[config.mk]
export PLATFORM = sky130hd
export DESIGN_NAME = i2c_eeprom_resp
export DESIGN_NICKNAME = d
export VERILOG_FILES = /design/src/rtl/i2c_eeprom_resp.sv
export SDC_FILE = /design/constraint.sdc
export NUM_CORES = 1
export LEC_CHECK = 0
export BUFFER_PORTS_ARGS = -buffer_cell sky130_fd_sc_hd__buf_2
export CAP_MARGIN = 20
export CORE_ASPECT_RATIO = 1.1
export CORE_MARGIN = 2
export CORE_UTILIZATION = 58
export CTS_CLUSTER_SIZE = 12
export DETAILED_ROUTE_END_ITERATION = 10
export PLACE_DENSITY = 0.81
export SYNTH_ARGS = -nofsm -noshare
export SYNTH_HDL_FRONTEND = slang
export SYNTH_SLANG_ARGS = --single-unit
[constraint.sdc]
create_clock -name clk -period 2.9 [get_ports clk]
set_input_delay 0.58 -clock clk [delete_from_list [all_inputs] [get_ports clk]]
set_output_delay 0.58 -clock clk [all_outputs]
set_load 0.02 [all_outputs]
[src/rtl/i2c_eeprom_resp.sv]
`default_nettype none
// ============================================================================
// Module   : i2c_eeprom_resp
// Purpose  : 24C0x-style serial EEPROM responder. Decodes START/STOP and
//            the device-address, word-address, write and read phases from
//            bit-banged SCL/SDA levels. Array storage lives in external SRAM
//            reached through a simple address/data/strobe port.
// Options  : I2C_EEPROM_WP_EN adds a write-protect input `wp`. When wp is 1,
//            written bytes are acknowledged and the address still advances,
//            but no SRAM write is issued.
// Revision : 1.0 - initial release
// ============================================================================
module i2c_eeprom_resp #(
  parameter int unsigned ADDR_W = 8,
  parameter int unsigned PAGE_W = 3,
  parameter logic [3:0]  DEV_ID = 4'b1010
) (
  input  logic              clk,
  input  logic              rst_n,
  input  logic              scl_in,
  input  logic              sda_in,
`ifdef I2C_EEPROM_WP_EN
  input  logic              wp,
`endif
  output logic              sda_out,
  output logic [ADDR_W-1:0] mem_addr,
  input  logic [7:0]        mem_di,
  output logic [7:0]        mem_do,
  output logic              mem_we,
  output logic              busy
);

  // Low PAGE_W address bits wrap during page writes; upper bits are held.
  localparam logic [ADDR_W-1:0] C_PAGE_MASK = ADDR_W'((1 << PAGE_W) - 1);

  typedef enum logic [2:0] {
    C_IDLE       = 3'd0,
    C_DEV_ADDR   = 3'd1,
    C_WORD_ADDR  = 3'd2,
    C_WRITE_DATA = 3'd3,
    C_READ_DATA  = 3'd4
  } state_t;

  // Registered state
  state_t            r_state;
  logic [3:0]        r_bit_cnt;   // SCL rises seen in the current 9-bit slot
  logic [7:0]        r_shift;
  logic [ADDR_W-1:0] r_addr;
  logic              r_sda_out;
  logic              r_mem_we;
  logic [7:0]        r_mem_do;
  logic              r_rw;
  logic              r_scl_q;
  logic              r_sda_q;

  // Next-state values
  state_t            w_state_nxt;
  logic [3:0]        w_bit_cnt_nxt;
  logic [7:0]        w_shift_nxt;
  logic [ADDR_W-1:0] w_addr_nxt;
  logic              w_sda_out_nxt;
  logic              w_mem_we_nxt;
  logic [7:0]        w_mem_do_nxt;
  logic              w_rw_nxt;

  // Bus condition decode
  logic              w_scl_rise;
  logic              w_scl_fall;
  logic              w_scl_stable_hi;
  logic              w_start;
  logic              w_stop;
  logic [7:0]        w_shift_in;
  logic [ADDR_W-1:0] w_addr_page_inc;
  logic [ADDR_W-1:0] w_addr_full_inc;
  logic              w_wr_en;

  assign w_scl_rise      = scl_in & ~r_scl_q;
  assign w_scl_fall      = ~scl_in & r_scl_q;
  // START/STOP only count while SCL is high and not moving, so a
  // simultaneous SCL+SDA change is handled as an SCL edge alone.
  assign w_scl_stable_hi = scl_in & r_scl_q;
  assign w_start         = w_scl_stable_hi & r_sda_q & ~sda_in;
  assign w_stop          = w_scl_stable_hi & ~r_sda_q & sda_in;
  assign w_shift_in      = {r_shift[6:0], sda_in};
  assign w_addr_full_inc = r_addr + ADDR_W'(1);
  assign w_addr_page_inc = (r_addr & ~C_PAGE_MASK) | (w_addr_full_inc & C_PAGE_MASK);

`ifdef I2C_EEPROM_WP_EN
  assign w_wr_en = ~wp;
`else
  assign w_wr_en = 1'b1;
`endif

  assign sda_out  = r_sda_out;
  assign mem_addr = r_addr;
  assign mem_do   = r_mem_do;
  assign mem_we   = r_mem_we;
  assign busy     = (r_state != C_IDLE);

  // Register the raw bus levels for edge detection
  always_ff @(posedge clk) begin
    if (!rst_n) begin
      r_scl_q <= 1'b1;
      r_sda_q <= 1'b1;
    end else begin
      r_scl_q <= scl_in;
      r_sda_q <= sda_in;
    end
  end

  // FSM and datapath state register
  always_ff @(posedge clk) begin
    if (!rst_n) begin
      r_state   <= C_IDLE;
      r_bit_cnt <= 4'd0;
      r_shift   <= 8'd0;
      r_addr    <= '0;
      r_sda_out <= 1'b1;
      r_mem_we  <= 1'b0;
      r_mem_do  <= 8'd0;
      r_rw      <= 1'b0;
    end else begin
      r_state   <= w_state_nxt;
      r_bit_cnt <= w_bit_cnt_nxt;
      r_shift   <= w_shift_nxt;
      r_addr    <= w_addr_nxt;
      r_sda_out <= w_sda_out_nxt;
      r_mem_we  <= w_mem_we_nxt;
      r_mem_do  <= w_mem_do_nxt;
      r_rw      <= w_rw_nxt;
    end
  end

  // Next-state and output decode; bits sampled on SCL rise, SDA driven on SCL fall
  always_comb begin
    w_state_nxt   = r_state;
    w_bit_cnt_nxt = r_bit_cnt;
    w_shift_nxt   = r_shift;
    w_addr_nxt    = r_addr;
    w_sda_out_nxt = r_sda_out;
    w_mem_we_nxt  = 1'b0;
    w_mem_do_nxt  = r_mem_do;
    w_rw_nxt      = r_rw;

    if (w_start) begin
      w_state_nxt   = C_DEV_ADDR;
      w_bit_cnt_nxt = 4'd0;
      w_sda_out_nxt = 1'b1;
    end else if (w_stop) begin
      w_state_nxt   = C_IDLE;
      w_bit_cnt_nxt = 4'd0;
      w_sda_out_nxt = 1'b1;
    end else begin
      case (r_state)
        C_DEV_ADDR, C_WORD_ADDR, C_WRITE_DATA: begin
          if (w_scl_rise) begin
            if (r_bit_cnt < 4'd8) begin
              w_shift_nxt   = w_shift_in;
              w_bit_cnt_nxt = r_bit_cnt + 4'd1;
              if (r_bit_cnt == 4'd7) begin
                // Full byte received on this rise
                case (r_state)
                  C_DEV_ADDR: begin
                    if (w_shift_in[7:4] == DEV_ID) begin
                      w_rw_nxt = w_shift_in[0];
                    end else begin
                      w_state_nxt   = C_IDLE;
                      w_bit_cnt_nxt = 4'd0;
                    end
                  end
                  C_WORD_ADDR: begin
                    w_addr_nxt = ADDR_W'(w_shift_in);
                  end
                  C_WRITE_DATA: begin
                    w_mem_we_nxt = w_wr_en;
                    w_mem_do_nxt = w_shift_in;
                  end
                  default: ;
                endcase
              end
            end else if (r_bit_cnt == 4'd8) begin
              // 9th rise: master samples our ACK. Advance the page
              // address only after the strobe has used the old one.
              w_bit_cnt_nxt = 4'd9;
              if (r_state == C_WRITE_DATA) begin
                w_addr_nxt = w_addr_page_inc;
              end
            end
          end else if (w_scl_fall) begin
            if (r_bit_cnt == 4'd8) begin
              w_sda_out_nxt = 1'b0;
            end else if (r_bit_cnt == 4'd9) begin
              w_sda_out_nxt = 1'b1;
              w_bit_cnt_nxt = 4'd0;
              case (r_state)
                C_DEV_ADDR: begin
                  if (r_rw) begin
                    // Read: first data bit goes out on the fall ending ACK
                    w_state_nxt   = C_READ_DATA;
                    w_sda_out_nxt = mem_di[7];
                    w_shift_nxt   = {mem_di[6:0], 1'b0};
                  end else begin
                    w_state_nxt = C_WORD_ADDR;
                  end
                end
                C_WORD_ADDR: w_state_nxt = C_WRITE_DATA;
                default: ;
              endcase
            end
          end
        end

        C_READ_DATA: begin
          if (w_scl_rise) begin
            if (r_bit_cnt < 4'd8) begin
              w_bit_cnt_nxt = r_bit_cnt + 4'd1;
            end else if (r_bit_cnt == 4'd8) begin
              if (!sda_in) begin
                w_addr_nxt    = w_addr_full_inc;
                w_bit_cnt_nxt = 4'd9;
              end else begin
                w_state_nxt   = C_IDLE;
                w_bit_cnt_nxt = 4'd0;
                w_sda_out_nxt = 1'b1;
              end
            end
          end else if (w_scl_fall) begin
            if ((r_bit_cnt != 4'd0) && (r_bit_cnt < 4'd8)) begin
              w_sda_out_nxt = r_shift[7];
              w_shift_nxt   = {r_shift[6:0], 1'b0};
            end else if (r_bit_cnt == 4'd8) begin
              // Release for the master's ACK/NACK slot
              w_sda_out_nxt = 1'b1;
            end else if (r_bit_cnt == 4'd9) begin
              w_sda_out_nxt = mem_di[7];
              w_shift_nxt   = {mem_di[6:0], 1'b0};
              w_bit_cnt_nxt = 4'd0;
            end
          end
        end

        default: ;
      endcase
    end
  end

endmodule
`default_nettype wire

== Word level (Yosys, flattened, before mapping) ==
Index checks and enable logic that the tools add are counted.

* Add/sub/neg operators: 2
* $lt $le $gt $ge: 1
* Reductions and logical operators: 16
* Mux-type cells: 73
* Eq/ne operators: 55
* Bitwise logic cells: 19

{| class="wikitable"
|+ Operators by type and width
! cell !! number
|-
| 2-to-1 mux 8 bit || 22
|-
| != test 3 bit (second input constant) || 22
|-
| 2-to-1 mux 4 bit || 15
|-
| != test 5 bit (second input constant) || 8
|-
| 2-to-1 mux 3 bit || 13
|-
| AND reduction 13 bit || 3
|-
| case mux 8 bit (2 select lines) || 2
|-
| != test 4 bit (second input constant) || 7
|-
| != test 2 bit (second input constant) || 10
|-
| 2-to-1 mux 1 bit || 17
|-
| == test 4 bit (second input constant) || 3
|-
| case mux 3 bit (2 select lines) || 2
|-
| AND reduction 12 bit || 1
|-
| inverter 1 bit || 11
|-
| AND reduction 9 bit || 1
|-
| adder 8 x 1 -> 8 bit (second input constant) || 1
|-
| bitwise OR 8 x 3 -> 8 bit || 1
|-
| case mux 4 bit (2 select lines) || 1
|-
| AND reduction 8 bit || 1
|-
| nonzero test 4 bit || 2
|-
| AND 1 bit || 7
|-
| AND reduction 7 bit || 1
|-
| OR reduction 7 bit || 1
|-
| == test 3 x 2 -> 1 bit (second input constant) || 2
|-
| other kinds (11) || 12
|}

* Flip-flop bits (word level): 36
* Output and inout bits: 19
* Word-level logic and storage cells: 177
* Input port bits: 12

== Logic depth before layout (Yosys ltp) ==
* Word-level depth: 9
* Depth in mapped cells: 9
* Gate-level depth less buffers: 7

== Worst setup path before layout ==
No wires, ideal clock.

* Path type: in2reg
* Start point: input scl_in
* End point: register r_state[1]
* Buffers on the path: 0
* Required time: 2.829 ns
* Arrival: 2.201 ns
* Cell stages on the path: 7
* Setup slack: 0.628 ns
* Setup time: 0.071 ns
* Cell sequence: inv_1 -> ha_1 -> a211oi_2 -> o2bb2a_4 -> o21a_4 -> or4_1 -> a21oi_1

* Word-level cells in the longest chain between the ends: 4
* Elaborated cells between the ends (all ways): 20
* Classes of those cells: eq/ne: 8; mux: 2; bitwise: 8; reduce/logical: 2

{| class="wikitable"
|+ Ends and longest elaborated chain
! what !! RTL line !! source
|-
| from (decl) || 20 || <nowiki>input logic scl_in,</nowiki>
|-
| inverter 1 bit / AND 1 bit (equally long branches) || 78, 81 ||
|-
| AND 1 bit (on tied branches) || 78, 82, 83 ||
|-
| != test 3 bit (no source line) (tied with other cells) || n/a ||
|-
| AND reduction 13 bit (no source line) / OR reduction 3 bit (equally long branches) || n/a ||
|-
| to (signal assigned) || 123 || <nowiki>r_state <= w_state_nxt;</nowiki>
|-
| to (decl) || 45 || <nowiki>state_t r_state;</nowiki>
|}

Several ways; a longest one is shown, not always the timed one.
A chain may end at the register's enable or synchronous reset.

== Worst setup path in the final report ==
* Start point: input scl_in
* End point: register r_shift[1]

* Word-level cells in the longest chain between the ends: 5
* Elaborated cells between the ends (all ways): 21
* Classes of those cells: eq/ne: 8; mux: 2; bitwise: 10; reduce/logical: 1

{| class="wikitable"
|+ Ends and longest elaborated chain
! what !! RTL line !! source
|-
| AND 1 bit || 81 || <nowiki>assign w_scl_stable_hi = scl_in & r_scl_q;</nowiki>
|-
| AND 1 bit (on tied branches) (2 in series) || 83, 82 ||
|-
| inverter 1 bit (no source line) || n/a ||
|-
| AND reduction 13 bit (no source line) || n/a ||
|-
| to (signal assigned) || 125 || <nowiki>r_shift <= w_shift_nxt;</nowiki>
|-
| to (decl) || 47 || <nowiki>logic [7:0] r_shift;</nowiki>
|}

Several ways; a longest one is shown, not always the timed one.

==> results.yml <==
floorplanning:
  core_area_sq_um: 3964
  rows: 24
  die-width_um: 65.30
  start_util_pct: 60.48
  dieArea_sq_um: 4664
  die_y_um: 71.43
  num_io_pins: 31
cts:
  clkTransAtPathRegs_ps: 70
  cts_hold_buf: 0
  cts_buffers: 5
  cts_max_level: 2
  clockRootBuffer: "clkbuf_8"
  post_cts_resized: 0
  cts_buffer_depth: 2
  cts_post_setup_buffers_inserted: 0
  clk-insertion-delay-late_ps: 290
  cts_sinks: 36
  cts_tree: "built"
yosys:
  ys_types: 64
  synth_edf_count: 0
  synth_flop_cell: "dfxtp_1"
  avgSynthCellArea_sq_um: 8.210
  yosysSeqAreaShare_pct: 30.06
  syn_inst: 292
  synth_seq_cells: 36
  syn_area_sq_um: 2397
  ys_warn_count: 0
  async_flop_share_pct: 0
  synthesis.nets: 311
worst_setup_path:
  reg2reg_slack_ps: 550
  required_ps: 3090
  end_kind: "register"
  r2r_start: "r_scl_q"
  critPathKind: "input port to register"
  cp.arrival_ps: 2560
  timing.rr.end: "r_shift[1]"
  startpoint_type: "input port"
  startpoint: "scl_in"
  crit_end: "r_shift[1]"
  ff2ff_path_depth: 9
  worst-path-max-fanout: 16
timing:
  finalHoldViolations: 0
  rsz0062_at_grt: "false"
  achievable-frequency_mhz: 421.8
  final-setup-viol-count: 0
  slew_violations: 0
  skew_ps: 8.066
  post-route-min-period_ps: 2371
  slew_headroom_pct: 46.03
  finalSetupTns_ps: 0
  tightest_slew_ps: 808.7
  period_share_pct: 81.75
power:
  p_comb_share_pct: 9.3
  power_density_nw_per_um2: 389.3
  vdd_drop_max_v: 0.0002542
  p_sw_share_pct: 24.25
  p_seq_share_pct: 48.6
  leakage_nw: 0.9828
  p_switching_w: 0.0002521
  intPower_w: 0.0007877
  clkPwrFrac_pct: 42.0
routing:
  dr_total_vias: 2361
  drt-total-wl_mm: 6.121
  drc: 0
  ant_nets: 0
  via_per_inst: 6.381
  routedWlPerCell_um: 16.54
  drt_pass1_iterations: 4
  drt_iter0_markers: 211
global_route:
  grt_usage_pct: 26.83
  antenna_found_initial: 0
  grt_pass1_vias: 2101
  grt_max_degree: 26
  grt_pass1_wl_mm: 9.915
  grt.overflow.total: 0
layout:
  final_cells: 370
  finalNetCount: 336
  diodes: 0
  drive_above_1_share_pct: 18.87
  fin_util_pct: 67.39
  syn2layout_area_growth_pct: 11.43
outcome:
  status: "finished, final reports clean"
placed_design:
  dp_hpwl_mm: 4.375
  post-place-cells: 362
  portBuffers: 30
  gp_congestion: 0.9612
job:
  max_cap_viol_count: 0
min_path:
  hp-class: "register to register"
## through the flow
step | area, sq um | setup slack, ps | power (W) | hold slack, ps
4_1_cts | 2671 | 537.3 | 0.001049 | 486.5
3_3_place_gp | 2560 | 308.8 | 0.0006112 | 460.0
5_1_grt | 2671 | 369.2 | 0.001076 | 528.5
6_report | 2671 | 529.2 | 0.001040 | 473.7
2_1_floorplan | 2397 | 628.1 | 0.0005851 | 468.6
3_5_place_dp | 2560 | 248.1 | 0.0006122 | 468.2
## power by group through the flow
stage,Sequential [W],Combinational (W),Clock [W]
global route,0.000506,0.000106,0.000464
global placement,0.000517,0.0000942,0
finish,0.000506,0.0000970,0.000437
floorplan,0.000514,0.0000710,0
CTS,0.000505,0.0000955,0.000448
detailed placement,0.000517,0.0000951,0
## cells in the mapped netlist, types with 6 or more instances
| cell | number | area share, % |
|---|---|---|
| a21oi_1 | 16 | 3.3 |
| a311oi_1 | 9 | 3.3 |
| buf_2 | 6 | 1.3 |
| clkbuf_1 | 10 | 1.6 |
| dfxtp_1 | 36 | 30 |
| ha_1 | 7 | 3.7 |
| inv_1 | 13 | 2.0 |
| mux2i_1 | 10 | 4.2 |
| nand2_1 | 15 | 2.3 |
| nand2b_1 | 6 | 1.6 |
| nand3_1 | 17 | 3.5 |
| nor2_1 | 32 | 5.0 |
| nor3_1 | 10 | 2.1 |
| o21ai_0 | 20 | 4.2 |
## kinds of logic after synthesis
logic type / synth area share, %
simple gates: 27.92
fa+ha+maj: 3.653
buf+inv: 7.046
compound gates: 26.41
xor+xnor: 0.7308
mux: 4.176
flops: 30.06
## flip-flops by register name, summed over array words and instances, names as in the netlist, named ones only
name       flops
mem_addr       8
mem_we         1
r_scl_q        1
r_shift        8
sda_out        1
r_bit_cnt      3
r_rw           1
r_state        3
r_sda_q        1
mem_do         8
## cells in the final DEF, fill, tap and decap left out, types with 2 or more instances in the layout
cell type / count
a311oi_1: 9
o21ai_1: 2
dfxtp_1: 36
nand2b_1: 6
nor3b_1: 4
a32o_1: 2
nor2_1: 32
a311oi_2: 2
nand3b_1: 5
a221o_1: 2
nor3_1: 10
mux2i_1: 10
xor2_1: 2
a21oi_1: 16
a211oi_1: 2
buf_4: 9
o211ai_1: 2
o31ai_1: 4
nand2_1: 15
ha_1: 7
o21ai_0: 20
o41ai_1: 2
nor2b_1: 5
a31oi_1: 3
and3_1: 5
nand4b_1: 2
buf_2: 30
inv_1: 13
nand3_1: 17
clkbuf_8: 5
nand4_1: 4
## per-layer routing
layer / track usage, % / vias to the layer above / part of all wire (%)
li1: - / 1143 / -
met1: 36.73 / 1104 / 42
met2: 44.22 / 102 / 49
met3: 3.925 / 12 / 7.7
met4: 7.407 / 0 / 1.5
met5: 0 / - / 0
## worst min path at each step
stage,from,to,slack [ps],cells after the start
floorplan,r_shift[0],r_shift[0],470,2
global placement,sda_out,sda_out,460,2
detailed placement,sda_out,sda_out,470,2
CTS,sda_out,sda_out,490,2
global route,r_shift[7],r_shift[7],530,2
finish,sda_out,sda_out,470,2
## critical path, stage by stage
cell and delay (ps):
buf_2 110, ha_1 340, buf_4 220, a211oi_2 310, o21ai_1 170, a221oi_4 260
buf_4 250, nor2_1 60, a311oi_1 250
## area by class of cell
type / instances / area, sq um
multi-input cells: 222 / 1508
fillers: 365 / 1292
flip-flops and latches: 36 / 720.7
repair buffers: 39 / 217.7
clock buffers: 5 / 68.82
well taps: 52 / 65.06
inverters: 13 / 48.80
clock inverters: 3 / 42.54
(Power assumes the default switching activity.)
